### config.mk
export PLATFORM = sky130hd
export DESIGN_NAME = uart_rx_ctrl
export DESIGN_NICKNAME = d
export VERILOG_FILES = /design/src/rtl/uart_pkg.sv /design/src/rtl/uart_rx_fifo.sv /design/src/rtl/uart_rx_ctrl.sv
export SDC_FILE = /design/constraint.sdc
export NUM_CORES = 1
export LEC_CHECK = 0
export BUFFER_PORTS_ARGS = -buffer_cell sky130_fd_sc_hd__buf_2
export CELL_PAD_IN_SITES_DETAIL_PLACEMENT = 1
export CELL_PAD_IN_SITES_GLOBAL_PLACEMENT = 1
export CORE_UTILIZATION = 30
export CTS_BUF_LIST = sky130_fd_sc_hd__clkbuf_4
export DETAILED_ROUTE_END_ITERATION = 6
export PLACE_DENSITY_LB_ADDON = 0.15
export SLEW_MARGIN = 20
export SYNTH_ARGS = -nofsm -noshare
export SYNTH_HDL_FRONTEND = slang
export SYNTH_SLANG_ARGS = --single-unit
export TNS_END_PERCENT = 30
### constraint.sdc
create_clock -name clk -period 4.95 [get_ports clk]
set_input_delay 0 -clock clk [delete_from_list [all_inputs] [get_ports clk]]
set_output_delay 0 -clock clk [all_outputs]
set_load 0.01 [all_outputs]
### src/rtl/uart_pkg.sv
// uart_pkg: shared constants and controller state encoding for the UART receive path.
package uart_pkg;

  localparam int unsigned UART_OVERSAMPLE = 16;
  localparam int unsigned UART_CHAR_TICKS = 160;

  typedef enum logic [1:0] {
    OFF   = 2'd0,
    SYNC  = 2'd1,
    RUN   = 2'd2,
    DRAIN = 2'd3
  } state_e;

endpackage

### src/rtl/uart_rx_fifo.sv
// uart_rx_fifo: DEPTH x 8 synchronous FIFO with a registered head (no fall-through).
// A push with a simultaneous pop is accepted even when full.
module uart_rx_fifo #(
  parameter int unsigned DEPTH = 4
) (
  input  logic                   clk,
  input  logic                   reset,
  input  logic                   push,
  input  logic                   pop,
  input  logic [7:0]             din,
  output logic [7:0]             dout,
  output logic                   valid,
  output logic                   full,
  output logic                   empty,
  output logic [$clog2(DEPTH):0] fill
);

  localparam int unsigned AW = $clog2(DEPTH);
  localparam int unsigned CW = AW + 1;

  logic [7:0]    mem [DEPTH];
  logic [AW-1:0] wr_ptr;
  logic [AW-1:0] rd_ptr;
  logic [AW-1:0] rd_ptr_nx;
  logic [CW-1:0] count;
  logic [CW-1:0] count_nx;
  logic          do_push;
  logic          do_pop;
  logic          last_out;
  logic [7:0]    head_nx;

  assign full      = (count == CW'(DEPTH));
  assign empty     = (count == '0);
  assign do_pop    = pop & ~empty;
  assign do_push   = push & (~full | do_pop);
  assign rd_ptr_nx = rd_ptr + AW'(do_pop);
  assign count_nx  = count + CW'(do_push) - CW'(do_pop);
  assign last_out  = (count == CW'(do_pop));
  assign fill      = count;

  // Next head value: a push into an (effectively) empty FIFO lands directly in the head.
  always_comb begin
    head_nx = dout;
    if (do_push && last_out) begin
      head_nx = din;
    end else if (count_nx != '0) begin
      head_nx = mem[rd_ptr_nx];
    end
  end

  // Storage write port.
  always_ff @(posedge clk) begin
    if (do_push) begin
      mem[wr_ptr] <= din;
    end
  end

  // Pointers, occupancy and registered head.
  always_ff @(posedge clk) begin
    if (reset) begin
      wr_ptr <= '0;
      rd_ptr <= '0;
      count  <= '0;
      dout   <= '0;
      valid  <= 1'b0;
    end else begin
      if (do_push) begin
        wr_ptr <= wr_ptr + AW'(1);
      end
      rd_ptr <= rd_ptr_nx;
      count  <= count_nx;
      dout   <= head_nx;
      valid  <= (count_nx != '0);
    end
  end

endmodule

### src/rtl/uart_rx_ctrl.sv
// uart_rx_ctrl: oversample tick divider, idle-line sync, byte capture FIFO and status flags.
// Optional inter-character idle detector: define UART_RX_CTRL_IDLE_TIMEOUT_EN.
module uart_rx_ctrl
  import uart_pkg::*;
#(
  parameter int unsigned DEPTH      = 4,
  parameter int unsigned IDLE_CHARS = 2
) (
  input  logic                   clk,
  input  logic                   reset,
  input  logic                   cfg_en,
  input  logic [15:0]            cfg_div,
  input  logic                   clr_ovr,
  input  logic                   i_rxd,
  input  logic                   rx_done,
  input  logic [7:0]             rx_data,
  output logic                   o_clk_rx,
  output logic                   o_rx_en,
  output logic                   m_valid,
  output logic [7:0]             m_data,
  input  logic                   m_ready,
  output logic [$clog2(DEPTH):0] o_fill,
  output logic                   o_overrun,
  output logic                   o_idle
);

  localparam int unsigned DIV_W  = 16;
  localparam int unsigned SYNC_W = $clog2(UART_OVERSAMPLE);

  state_e            state;
  state_e            next_state;
  logic [DIV_W-1:0]  div_q;
  logic [DIV_W-1:0]  div_cnt;
  logic [DIV_W-1:0]  div_last;
  logic [SYNC_W-1:0] sync_cnt;
  logic              rx_done_q;
  logic              push;
  logic              pop;
  logic              fifo_full;
  logic              fifo_empty;
  logic              ovr_set;
  logic              qual_tick;
  logic              clk_rx_nx;
  logic              rx_en_nx;

  assign div_last  = (div_q <= DIV_W'(1)) ? '0 : div_q - DIV_W'(1);
  assign qual_tick = o_clk_rx & i_rxd;
  assign push      = (state == RUN) & rx_done & ~rx_done_q;
  assign pop       = m_valid & m_ready;
  assign ovr_set   = push & fifo_full & ~pop;

  // State register.
  always_ff @(posedge clk) begin
    if (reset) begin
      state <= OFF;
    end else begin
      state <= next_state;
    end
  end

  // Next-state logic.
  always_comb begin
    next_state = state;
    case (state)
      OFF: begin
        if (cfg_en) next_state = SYNC;
      end
      SYNC: begin
        if (!cfg_en) begin
          next_state = OFF;
        end else if (qual_tick && (sync_cnt == SYNC_W'(UART_OVERSAMPLE - 1))) begin
          next_state = RUN;
        end
      end
      RUN: begin
        if (!cfg_en) next_state = DRAIN;
      end
      DRAIN: begin
        if (cfg_en) begin
          next_state = SYNC;
        end else if (fifo_empty) begin
          next_state = OFF;
        end
      end
      default: next_state = OFF;
    endcase
  end

  // Output decode for the coming cycle; the tick needs a running divider on both sides of the edge.
  always_comb begin
    rx_en_nx  = 1'b0;
    clk_rx_nx = 1'b0;
    if (next_state == RUN) begin
      rx_en_nx = 1'b1;
    end
    if ((state != OFF) && (next_state != OFF) && (div_cnt == div_last)) begin
      clk_rx_nx = 1'b1;
    end
  end

  // Divider and registered outputs; the enabling OFF cycle counts as phase 0.
  always_ff @(posedge clk) begin
    if (reset) begin
      div_q    <= '0;
      div_cnt  <= '0;
      o_clk_rx <= 1'b0;
      o_rx_en  <= 1'b0;
    end else begin
      o_clk_rx <= clk_rx_nx;
      o_rx_en  <= rx_en_nx;
      if (state == OFF) begin
        if (cfg_en) begin
          div_q   <= cfg_div;
          div_cnt <= (cfg_div <= DIV_W'(1)) ? '0 : DIV_W'(1);
        end else begin
          div_cnt <= '0;
        end
      end else if (div_cnt >= div_last) begin
        div_cnt <= '0;
      end else begin
        div_cnt <= div_cnt + DIV_W'(1);
      end
    end
  end

  // Consecutive idle-line ticks while synchronizing.
  always_ff @(posedge clk) begin
    if (reset) begin
      sync_cnt <= '0;
    end else if (state != SYNC) begin
      sync_cnt <= '0;
    end else if (o_clk_rx) begin
      sync_cnt <= i_rxd ? sync_cnt + SYNC_W'(1) : '0;
    end
  end

  // Strobe edge detect and sticky overrun; a new overrun beats a clear.
  always_ff @(posedge clk) begin
    if (reset) begin
      rx_done_q <= 1'b0;
      o_overrun <= 1'b0;
    end else begin
      rx_done_q <= rx_done;
      if (ovr_set) begin
        o_overrun <= 1'b1;
      end else if (clr_ovr) begin
        o_overrun <= 1'b0;
      end
    end
  end

  uart_rx_fifo #(
    .DEPTH (DEPTH)
  ) u_fifo (
    .clk   (clk),
    .reset (reset),
    .push  (push),
    .pop   (pop),
    .din   (rx_data),
    .dout  (m_data),
    .valid (m_valid),
    .full  (fifo_full),
    .empty (fifo_empty),
    .fill  (o_fill)
  );

`ifdef UART_RX_CTRL_IDLE_TIMEOUT_EN
  localparam int unsigned IDLE_TICKS = IDLE_CHARS * UART_CHAR_TICKS;
  localparam int unsigned IDLE_W     = $clog2(IDLE_TICKS + 1);

  logic [IDLE_W-1:0] idle_cnt;
  logic              idle_armed;

  // Idle-gap timer: one pulse per captured byte once the line stays high long enough.
  always_ff @(posedge clk) begin
    if (reset) begin
      idle_cnt   <= '0;
      idle_armed <= 1'b0;
      o_idle     <= 1'b0;
    end else begin
      o_idle <= 1'b0;
      if (push) begin
        idle_armed <= 1'b1;
      end
      if ((state != RUN) || rx_done) begin
        idle_cnt <= '0;
      end else if (o_clk_rx) begin
        if (!i_rxd) begin
          idle_cnt <= '0;
        end else if (idle_armed) begin
          if (idle_cnt == IDLE_W'(IDLE_TICKS - 1)) begin
            idle_cnt   <= '0;
            idle_armed <= 1'b0;
            o_idle     <= 1'b1;
          end else begin
            idle_cnt <= idle_cnt + IDLE_W'(1);
          end
        end
      end
    end
  end
`else
  logic idle_unused;

  // Idle detection not built.
  assign idle_unused = (IDLE_CHARS == 0);
  assign o_idle      = 1'b0;
`endif

endmodule

Yosys cells after proc, flatten, opt, wreduce, memory -nomap -nowiden

Memories as Yosys holds them, arrays and structs flattened.
Index checks and enable logic that the tools add are counted.

Bits in registers: 58
Latch bits: 0
RAM bits: 32
Bits in read-only memories: 0
Input bits: 31
Output and inout port bits: 16
Word-level logic and storage cells: 80
Memories: 1

Memory list:

| memory     | words | bits a word | read ports | clocked after memory_dff | write ports | line               | text |
|---|---|---|---|---|---|---|---|
| u_fifo.mem | 4     | 8           | 1          | 0                        | 1           | uart_rx_fifo.sv:21 | `logic [7:0] mem [DEPTH];` |

$add $sub $neg: 7
Multiply operators: 0
Divide/modulo/power cells: 0
$lt $le $gt $ge: 3
Equal/unequal tests: 9
Shift-type cells: 0
Multiplexer cells: 21
Bitwise operators: 13
Reduce and logical (&&, ||, !) cells: 13

Operators by type and width:

| cell                                                 | count |
|---|---|
| two-way mux 16 bit                                   | 3 |
| <= comparator 16 x 1 -> 1 bit, second input constant | 2 |
| adder 16 x 1 -> 16 bit, second input constant        | 1 |
| == test 16 bit                                       | 1 |
| greater-or-equal comparator 16 bit                   | 1 |
| two-way mux 8 bit                                    | 2 |
| subtractor 16 x 1 -> 16 bit, second input constant   | 1 |
| two-way mux 2 bit                                    | 6 |
| bitwise AND 1 bit                                    | 8 |
| two-way mux 1 bit                                    | 8 |
| one-hot mux 2 bit (4 select lines)                   | 1 |
| nonzero test 2 bit                                   | 4 |
| == test 2 bit, second input constant                 | 3 |
| adder 4 x 1 -> 4 bit, second input constant          | 1 |
| == test 4 bit, second input constant                 | 1 |
| logical AND 1 bit                                    | 4 |
| two-way mux 4 bit                                    | 1 |
| inverter 1 bit                                       | 4 |
| adder 3 x 1 -> 3 bit                                 | 1 |
| == test 3 x 1 -> 1 bit                               | 1 |
| == test 3 bit, second input constant                 | 1 |
| zero test 3 bit                                      | 1 |
| nonzero test 3 bit                                   | 1 |
| subtractor 3 x 1 -> 3 bit                            | 1 |
| other kinds (8)                                      | 8 |

Depth between registers and ports, before layout

Gate-level depths: netlist of the first run.

Word-level depth: 10
Mapped depth: 13

Cells and area by module

Synthesis of the first run repeated with hierarchy kept, for this count alone.

Cell total of the unflattened synthesis: 418
Area, all modules: 4400.5 um^2

Modules (own cells, without submodules):

| module       | times used | cells each | area an instance (um^2) |
|---|---|---|---|
| uart_rx_ctrl | 1          | 300        | 2442.3 |
| uart_rx_fifo | 1          | 118        | 1958.1 |

Least setup slack after synthesis of the first run

OpenSTA, ideal clock, no wires.

Path kind: reg2reg
Start: register div_q[0]
End: register div_cnt[10]
Library setup time: 132 ps
Arrival time: 3073 ps
Data required time: 4818 ps
Slack: 1745 ps
Cell stages (with the launch flop): 13
Buffers on the path: 1
Clock period less this slack: 3205 ps
Cell sequence: dfxtp_1 > inv_1 > ha_1 > or4b_2 > nor4_1 > xor2_1 > nand2_1 > ha_1 > and4_1 > nand3_1 > o31ai_1 > buf_2 > nor3_1

Longest elaborated chain between the ends: 5

Ends and longest elaborated chain:

| what                                                                                | line                | text |
|---|---|---|
| start: declaration                                                                  | uart_rx_ctrl.sv:32  | `logic [DIV_W-1:0] div_q;` |
| start signal: assignment                                                            | uart_rx_ctrl.sv:113 | `div_q <= cfg_div;` |
| subtractor 16 x 1 -> 16 bit / <= comparator 16 x 1 -> 1 bit (equally long branches) | uart_rx_ctrl.sv:46  | `assign div_last = (div_q <= DIV_W'(1)) ? '0 : div_q - DIV_W'(1);` |
| two-way mux 16 bit (*)                                                              | uart_rx_ctrl.sv:46  |  |
| greater-or-equal comparator 16 bit (*)                                              | uart_rx_ctrl.sv:118 | `end else if (div_cnt >= div_last) begin` |
| two-way mux 16 bit (*)                                                              | uart_rx_ctrl.sv:118 |  |
| two-way mux 16 bit (*)                                                              | uart_rx_ctrl.sv:111 | `if (state == OFF) begin` |
| end signal: assignment                                                              | uart_rx_ctrl.sv:114 | `div_cnt <= (cfg_div <= DIV_W'(1)) ? '0 : DIV_W'(1);` |
| end signal: assignment                                                              | uart_rx_ctrl.sv:121 | `div_cnt <= div_cnt + DIV_W'(1);` |
| end: declaration                                                                    | uart_rx_ctrl.sv:33  | `logic [DIV_W-1:0] div_cnt;` |

Every way passes the cells marked *; elsewhere a longest branch is shown, timed or not.
A chain may end at the register's enable or synchronous reset.

Worst setup path after layout of the first run

Start: register div_q[6]
End: register div_cnt[15]

The elaborated chain is that of the path after synthesis.

==> results.py, run 1 <==
metrics = {
    "outcome": {
        "status": "complete, no violations",
    },
    "critical_path": {
        "cp_cell_sequence": "or4_1, nor2_1, nand3_1, nand2b_1, ha_1, a2111oi_0, o31ai_1, buf_4, a211oi_1",
        "reg2reg_depth": 9,
        "critPathBufInv": 1,
        "worstPathRequired_ps": 5320,
        "worst_setup_path_start_kind": "flop",
        "r2r_slack_ps": 1460,
        "crit_family": "simple AND/OR/NAND/NOR gates",
        "arrival_ps": 3860,
        "worstPathMaxFanout": 16,
        "critPathMaxStageDelay_ps": 660,
        "crit_type": "reg2reg",
        "critPathCaptureType": "flop",
        "cpMaxStageDelayCell": "or4_1",
        "regToRegStartpoint": "div_q[6]",
        "r2r-end": "div_cnt[15]",
    },
    "min_path": {
        "min_to": "u_fifo.fill[1]",
        "hold_start": "reset",
        "min_path_type": "in2reg",
        "whs_path_depth": 2,
    },
    "timing": {
        "tns_ps": 0,
        "setup_viol": 0,
        "hold_viol": 0,
        "max_freq_ghz": 0.2868,
        "rsz0062_at_grt": "false",
        "worst_pin_slew_ps": 991.7,
        "finalCritPeriodShare_pct": 70.44,
        "fin_ws_ps": 1463,
        "finalCriticalPeriod_ps": 3487,
        "holdWs_ps": 49.82,
        "clock_skew_ps": 19.80,
        "finalMaxSlewViolations": 0,
        "relSlewSlack_pct": 33.60,
    },
    "yosys": {
        "syn_area_sq_um": 4456,
        "synth_top_cell_area_share_pct": 26.06,
        "syn_inst": 429,
        "synth_area_per_cell_sq_um": 10.39,
        "ys_seq_elements": 90,
        "synthArstFlopShare_pct": 0,
        "ys_types": 61,
        "ys_seq_area_share_pct": 47.63,
        "yosys.area.top_type": "dfxtp_1",
        "syn_nets": 488,
        "ys_warn_count": 0,
        "ys.flop_type": "dfxtp_1",
        "synth_enable_flop_cells": 32,
        "ys_top_cells_by_area": "dfxtp_1 (26%), edfxtp_1 (22%), ha_1 (7.6%), nand2_1 (4.8%), mux4_2 (4.0%)",
    },
    "die": {
        "core_area_sq_um": 14530,
        "initial_utilization_pct": 30.66,
        "die_w_um": 123.9,
        "die_area_sq_um": 15340,
        "die_h_um": 123.9,
        "io-pin-count": 47,
        "rows": 44,
    },
    "clock_tree": {
        "clkLatencyLatePin_ps": 470,
        "clockBufferDepth": 2,
        "cts_root_buf": "clkbuf_4",
        "cts_tree": "yes",
        "post-cts-setup-buffer-count": 0,
        "post_cts_resize_count": 0,
        "htree_levels": 3,
        "clk_pin_slew_ps": 140,
        "clock_sinks": 90,
        "numCtsBuffers": 9,
    },
    "detailed_routing": {
        "vias_per_cell": 5.023,
        "drt_iter0_markers": 155,
        "drc": 0,
        "ant_nets": 0,
        "routedWlPerCell_um": 16.41,
        "drt-total-wl_mm": 11.26,
        "vias": 3446,
        "drt_pass1_iterations": 4,
    },
    "place": {
        "dp_cells": 640,
        "placed_cell_area_sq_um": 4830,
        "dp_hpwl_mm": 8.154,
        "io_buffers": 45,
        "gp_congestion": 0.7763,
        "preCtsSetupSlack_ps": 1425,
    },
    "global_route": {
        "grt_max_degree": 37,
        "gr-total-overflow": 0,
        "antenna_found_initial": 1,
        "grt_pass1_vias": 3529,
        "grtUsageTotal_pct": 16.11,
        "grt_pass1_wl_mm": 18.50,
    },
    "power_and_ir_drop": {
        "vdd_ir_drop_max_v": 0.00008758,
        "powerDensity_nw_per_um2": 277.7,
        "leakagePower_nw": 1.992,
        "finalPower_mw": 1.469,
    },
    "job": {
        "maxCapViolCount": 0,
    },
    "finish": {
        "final_util_pct": 36.39,
        "syn_to_final_growth_pct": 18.70,
        "drive_gt1_share_pct": 16.37,
        "num-nets-final": 555,
        "fin_area_sq_um": 5289,
        "finalNonFillerCells": 686,
    },
}
## power breakdown
group	switching [mW]	internal, mW	total (mW)
Sequential	0.0129	0.774	0.787
Combinational	0.107	0.0863	0.193
Clock	0.265	0.224	0.489
Total	0.385	1.08	1.47
## worst max-delay path by stage
stage,end,slack [ps],from,cells past startpoint
global placement,div_cnt[0],1470,div_q[6],9
floorplan,div_cnt[10],1750,div_q[0],12
global route,div_cnt[15],1090,div_q[11],9
detailed placement,div_cnt[15],1420,div_q[6],9
CTS,div_cnt[15],1390,div_q[6],9
finish,div_cnt[15],1460,div_q[6],9
## cell families after synthesis
group	Yosys count	share of synthesized area, %
compound gates	63	9.716
simple gates	177	20.98
buf+inv	33	3.286
xor+xnor	27	5.785
fa+ha+maj	28	8.031
mux	10	4.493
flops	90	47.63
other cells	1	0.08417
## per-layer routing
metal	share of wire [%]	track usage [%]	vias to the layer above
met5	0	0	-
met2	44	25.24	58
met3	2.9	2.473	18
li1	-	-	1703
met4	2.1	7.229	0
met1	51	21.83	1667
## sequential cells by signal, indices dropped and copies added (netlist names)
signal / cells
u_fifo.mem: 32
div_cnt: 16
rx_done_q: 1
o_rx_en: 1
o_overrun: 1
u_fifo.rd_ptr: 2
o_clk_rx: 1
sync_cnt: 4
state: 2
div_q: 16
u_fifo.valid: 1
u_fifo.fill: 3
u_fifo.dout: 8
u_fifo.wr_ptr: 2
## cells in the mapped netlist (all sizes together) (2+ instances only)
cell,count
a22oi,2
a21oi,23
nand2b,6
a32oi,2
and2,13
a211oi,3
nand2,57
and4,3
and3,2
nor3,23
clkbuf,13
mux2i,2
o31ai,2
inv,14
edfxtp,32
nand3b,2
dfxtp,58
nand3,8
or4,5
buf,6
nand4,5
xnor2,15
mux4,8
nor3b,5
a21boi,3
nor2b,5
a221o,8
nor4,12
or3,2
ha,27
a31oi,2
o21ai,9
xor2,11
nor2,22
## layout by cell type (no fill, tap or decap), types with 11 or more instances in the layout
cell,Yosys,final
a21oi_1,23,23
and2_1,13,13
buf_2,3,45
clkbuf_4,0,12
dfxtp_1,58,58
dlygate4sd3_1,0,29
edfxtp_1,32,32
ha_1,27,27
inv_1,14,14
nand2_1,57,57
nor2_1,22,22
nor3_1,23,23
nor4_1,11,11
xnor2_1,14,14
xor2_1,11,11
## cell type report
| class | count | area, sq um |
|---|---|---|
| antenna | 1 | 2.502 |
| clock buffer | 12 | 90.09 |
| clock inverter | 4 | 76.32 |
| fill | 1652 | 9245 |
| inverter | 14 | 52.55 |
| multi-input combinational | 306 | 2192 |
| sequential | 90 | 2122 |
| tap | 184 | 230.2 |
| timing repair buffer | 75 | 523.0 |
## timing repair
item                                    in CTS  in global routing
endpoints found under the setup margin       0                  0
hold buffers                                29                  0
endpoints found under the hold margin       66                  0
Note: power is estimated with default switching activity, not from simulation.
==> run 2: changes to the inputs <==
clock period = 3.3 ns   (was 4.95 ns; I/O delays follow)
==> results.py, run 2 (synthesized netlist as in run 1, its figures left out) <==
metrics = {
    "outcome": {
        "status": "complete, no violations",
    },
    "clock_tree": {
        "htree_levels": 3,
        "clockBufferDepth": 2,
        "clkLatencyLatePin_ps": 480,
        "numCtsBuffers": 9,
        "cts_root_buf": "clkbuf_4",
        "clock_sinks": 90,
        "clk_pin_slew_ps": 160,
        "cts_tree": "yes",
    },
    "timing": {
        "setup_viol": 0,
        "relSlewSlack_pct": 32.96,
        "rsz0062_at_grt": "false",
        "hold_viol": 0,
        "worst_pin_slew_ps": 1001,
        "tns_ps": 0,
        "clock_skew_ps": 18.59,
        "finalCritPeriodShare_pct": 93.05,
        "max_freq_ghz": 0.3257,
        "finalMaxSlewViolations": 0,
        "finalCriticalPeriod_ps": 3071,
    },
    "finish": {
        "num-nets-final": 573,
        "largest_register_ffs": 32,
        "drive_gt1_share_pct": 20.42,
        "syn_to_final_growth_pct": 22.02,
        "final_cell_mix": "dfxtp_1 (58), nand2_1 (57), buf_2 (45), edfxtp_1 (32), dlygate4sd3_1 (29)",
        "top_regs": "u_fifo.mem (32), div_cnt (16), div_q (16)",
        "layout_commonest_cell": "dfxtp_1",
        "fin_area_sq_um": 5436,
        "antennaDiodeCount": 0,
        "regMostFlops": "u_fifo.mem",
    },
    "detailed_routing": {
        "drt-total-wl_mm": 11.08,
        "drt_iter0_markers": 243,
        "ant_nets": 0,
        "vias": 3535,
        "drt_pass1_iterations": 4,
        "vias_per_cell": 5.028,
        "routedWlPerCell_um": 15.76,
        "drc": 0,
    },
    "die": {
        "die_area_sq_um": 15340,
        "io-pin-count": 47,
        "die_w_um": 123.9,
        "rows": 44,
        "die_h_um": 123.9,
        "initial_utilization_pct": 30.66,
        "core_area_sq_um": 14530,
    },
    "global_route": {
        "antenna_found_initial": 0,
        "gr-total-overflow": 0,
        "grt_max_degree": 37,
        "grt_pass1_vias": 3645,
        "grtUsageTotal_pct": 16.00,
        "grt_pass1_wl_mm": 18.38,
    },
    "job": {
        "maxCapViolCount": 0,
    },
    "critical_path": {
        "worstPathRequired_ps": 3670,
        "cp_cell_sequence": "or4_1, nor4_4, nor3b_1, o21ai_0, ha_1, and4_1, nand3_1, o31ai_4, clkbuf_4, o31ai_1",
        "critPathMaxStageDelay_ps": 680,
        "critPathCaptureType": "flop",
        "worstPathMaxFanout": 8,
        "arrival_ps": 3440,
        "worst_setup_path_start_kind": "flop",
        "crit_type": "reg2reg",
        "cpMaxStageDelayCell": "or4_1",
    },
    "min_path": {
        "min_path_type": "in2reg",
    },
    "place": {
        "gp_congestion": 0.7980,
        "placed_cell_area_sq_um": 4957,
        "io_buffers": 45,
        "dp_hpwl_mm": 8.110,
    },
    "power_and_ir_drop": {
        "leakagePower_nw": 2.082,
        "vdd_ir_drop_max_v": 0.0001513,
        "powerDensity_nw_per_um2": 395.7,
    },
}
-- run 2: path summary, 6_finish.rpt --
check | endpoint | depth (start not counted) | slack (ps) | startpoint
max reg2reg | div_cnt[0] | 10 | 230 | div_q[9]
min reg2reg | sync_cnt[1] | 2 | 500 | sync_cnt[1]
max | div_cnt[0] | 10 | 230 | div_q[9]
min | u_fifo.fill[1] | 2 | 40 | reset
-- run 2: power by group --
part	internal (mW)	leakage [nW]	switching [mW]	total, mW
clock network	0.239	0.0786	0.418	0.657
logic	0.145	1.25	0.175	0.320
registers	1.16	0.758	0.0131	1.17
-- run 2: cell type report --
class                      instances  area (sq um)
clock buffer                       9         67.56
clock inverter                     7         76.32
inverter                          14         52.55
sequential                        90          2122
tap                              184         230.2
timing repair buffer              93         658.1
multi-input combinational        306          2230
fill                            1651          9097
-- run 2: through the flow --
| step | worst slack [ps] | cells | hold WS (ps) | total power [mW] | utilization, % |
|---|---|---|---|---|---|
| 5_1_grt | 24.63 | 703 | 71.35 | 2.271 | 37.41 |
| 3_3_place_gp | 197.1 | 657 | 222.3 | 1.473 | 34.11 |
| 3_5_place_dp | 141.1 | 657 | 229.3 | 1.482 | 34.11 |
| 6_report | 229.4 | 703 | 43.36 | 2.151 | 37.41 |
| 4_1_cts | 124.4 | 702 | 13.21 | 2.175 | 37.10 |
| 2_1_floorplan | 95.00 | 429 | 98.87 | 1.389 | - |
-- run 2: worst max-delay path: cells and delay by family, from the launching register on --
| kind | cells | cell delay (ps) |
|---|---|---|
| buf+inv | 1 | 250 |
| compound gates | 3 | 510 |
| flops | 1 | 350 |
| fa+ha+maj | 1 | 300 |
| simple gates | 5 | 1550 |
-- run 2: layer usage --
| layer | routed length (um) | track usage (%) | up-vias |
|---|---|---|---|
| li1 | - | - | 1731 |
| met3 | 439 | 3.388 | 16 |
| met5 | 0 | 0 | - |
| met2 | 4790 | 24.44 | 63 |
| met4 | 187 | 6.325 | 0 |
| met1 | 5663 | 21.95 | 1725 |
-- run 2: timing repair --
action | CTS | global route
setup buffers | 0 | 0
hold buffers | 29 | 0
setup endpoints to repair | 0 | 16
gates resized for setup | 0 | 11
hold endpoints to repair | 66 | 0
==> run 3: changes to the inputs <==
BUFFER_PORTS_ARGS = default   (was -buffer_cell sky130_fd_sc_hd__buf_2)
DONT_BUFFER_PORTS = 1   (was default)
GPL_ROUTABILITY_DRIVEN = 0   (was default)
==> results.py, run 3 (synthesized netlist as in run 1, its figures left out) <==
metrics = {
    "die": {
        "rows": 44,
        "initial_utilization_pct": 30.66,
        "die_w_um": 123.9,
        "io-pin-count": 47,
        "core_area_sq_um": 14530,
        "die_h_um": 123.9,
        "die_area_sq_um": 15340,
    },
    "power_and_ir_drop": {
        "leakagePower_nw": 1.882,
        "powerDensity_nw_per_um2": 386.3,
        "finalPower_mw": 2.044,
        "vdd_ir_drop_max_v": 0.0001413,
    },
    "clock_tree": {
        "clock_sinks": 90,
        "clkLatencyLatePin_ps": 460,
        "htree_levels": 3,
        "post-cts-setup-buffer-count": 0,
        "numCtsBuffers": 9,
        "cts_root_buf": "clkbuf_4",
        "clk_pin_slew_ps": 140,
        "cts_tree": "yes",
        "clockBufferDepth": 2,
    },
    "finish": {
        "final_cell_mix": "dfxtp_1 (58), nand2_1 (57), dlygate4sd3_1 (41), edfxtp_1 (32), ha_1 (26)",
        "fillers": 1669,
        "syn_to_final_growth_pct": 18.76,
        "layout_commonest_cell": "dfxtp_1",
        "largest_register_ffs": 32,
        "num-nets-final": 536,
        "regMostFlops": "u_fifo.mem",
        "top_regs": "u_fifo.mem (32), div_cnt (16), div_q (16)",
        "fin_area_sq_um": 5291,
        "drive_gt1_share_pct": 11.62,
        "final_util_pct": 36.41,
    },
    "critical_path": {
        "critPathMaxStageDelay_ps": 610,
        "reg2reg_depth": 12,
        "critPathCaptureType": "flop",
        "cpMaxStageDelayCell": "or4b_2",
        "cp_cell_sequence": "inv_1, ha_2, or4b_2, nor4_2, xor2_1, nand2_1, ha_1, and4_1, nand3_1, o31ai_2, buf_6, nor3_1",
        "worstPathRequired_ps": 3640,
        "crit_type": "reg2reg",
        "r2r_slack_ps": 190,
        "regToRegStartpoint": "div_q[0]",
        "r2r-end": "div_cnt[6]",
        "worst_setup_path_start_kind": "flop",
        "arrival_ps": 3450,
        "worstPathMaxFanout": 16,
    },
    "timing": {
        "clock_skew_ps": 10.46,
        "relSlewSlack_pct": 28.32,
        "finalMaxSlewViolations": 0,
        "finalCriticalPeriod_ps": 3109,
        "finalCritPeriodShare_pct": 94.22,
        "holdWs_ps": 43.30,
        "tns_ps": 0,
        "hold_viol": 0,
        "max_freq_ghz": 0.3216,
        "rsz0062_at_grt": "false",
        "worst_pin_slew_ps": 1070,
        "setup_viol": 0,
    },
    "detailed_routing": {
        "top_layer": "met4",
        "wl_met2_mm": 5.121,
        "drt_iter0_markers": 174,
        "drc": 0,
        "routedWlPerCell_um": 16.74,
        "vias": 3395,
        "vias_per_cell": 5.052,
        "drt_pass1_iterations": 5,
        "drt-total-wl_mm": 11.25,
        "ant_nets": 0,
        "wl_met3_um": 464,
        "wl_met1_mm": 5.466,
    },
    "global_route": {
        "grt_max_degree": 33,
        "gr-total-overflow": 0,
        "grt_pass1_vias": 3481,
        "grtUsageTotal_pct": 15.60,
        "antenna_found_initial": 2,
        "grt_pass1_wl_mm": 17.89,
    },
    "min_path": {
        "min_path_type": "in2reg",
        "hold_start": "reset",
        "whs_path_depth": 5,
        "min_to": "div_cnt[14]",
    },
    "place": {
        "placed_cell_area_sq_um": 4707,
        "io_buffers": 0,
        "dp_hpwl_mm": 7.994,
    },
    "outcome": {
        "status": "complete, no violations",
    },
    "job": {
        "maxCapViolCount": 0,
    },
}
[run 3: repair_timing]
action,CTS,global route
hold endpoints to repair,75,0
setup endpoints to repair,12,16
resized for setup,1,5
hold buffers,42,0
[run 3: final cells by class]
cell class	count	area [sq um]	area share, %
inverters	14	52.55	0.9931
repair buffers	56	539.3	10.19
multi-input cells	306	2215	41.85
clock inverters	6	42.54	0.8040
diodes	6	15.01	0.2838
flip-flops and latches	90	2122	40.10
well taps	184	230.2	4.351
clock buffers	10	75.07	1.419
[run 3: per-layer routing]
layer,track usage [%],vias to the layer above
met3,3.297,12
li1,-,1667
met5,0,-
met4,7.003,0
met2,25.03,52
met1,20.10,1664
[run 3: how the worst max path moves through the flow]
stage                  start          end  slack [ps]  depth (start not counted)
floorplan           div_q[0]  div_cnt[10]         100                         12
global placement    div_q[2]   div_cnt[0]         100                          9
detailed placement  div_q[2]   div_cnt[6]           5                          9
CTS                 div_q[2]   div_cnt[6]          40                         10
global route        div_q[2]   div_cnt[0]          10                         10
finish              div_q[0]   div_cnt[6]         190                         12
[run 3: per-stage QoR]
step | setup slack [ps] | std cells
2_1_floorplan | 95.00 | 429
3_3_place_gp | 101.9 | 608
3_5_place_dp | 4.717 | 608
4_1_cts | 43.34 | 666
5_1_grt | 12.32 | 671
6_report | 190.6 | 672
[run 3: critical path: cells and delay by family, from the launching register on]
kind / cells / cell delay [ps]
compound gates: 1 / 300
xor+xnor: 1 / 170
fa+ha+maj: 2 / 530
buf+inv: 2 / 290
flops: 1 / 370
simple gates: 6 / 1340
[run 3: report_power, final]
part | switching (mW) | leakage, nW | internal [mW] | total, mW
sequential | 0.0167 | 0.758 | 1.16 | 1.18
clock | 0.399 | 0.0644 | 0.165 | 0.564
combinational | 0.161 | 1.06 | 0.141 | 0.302
total | 0.577 | 1.88 | 1.47 | 2.04
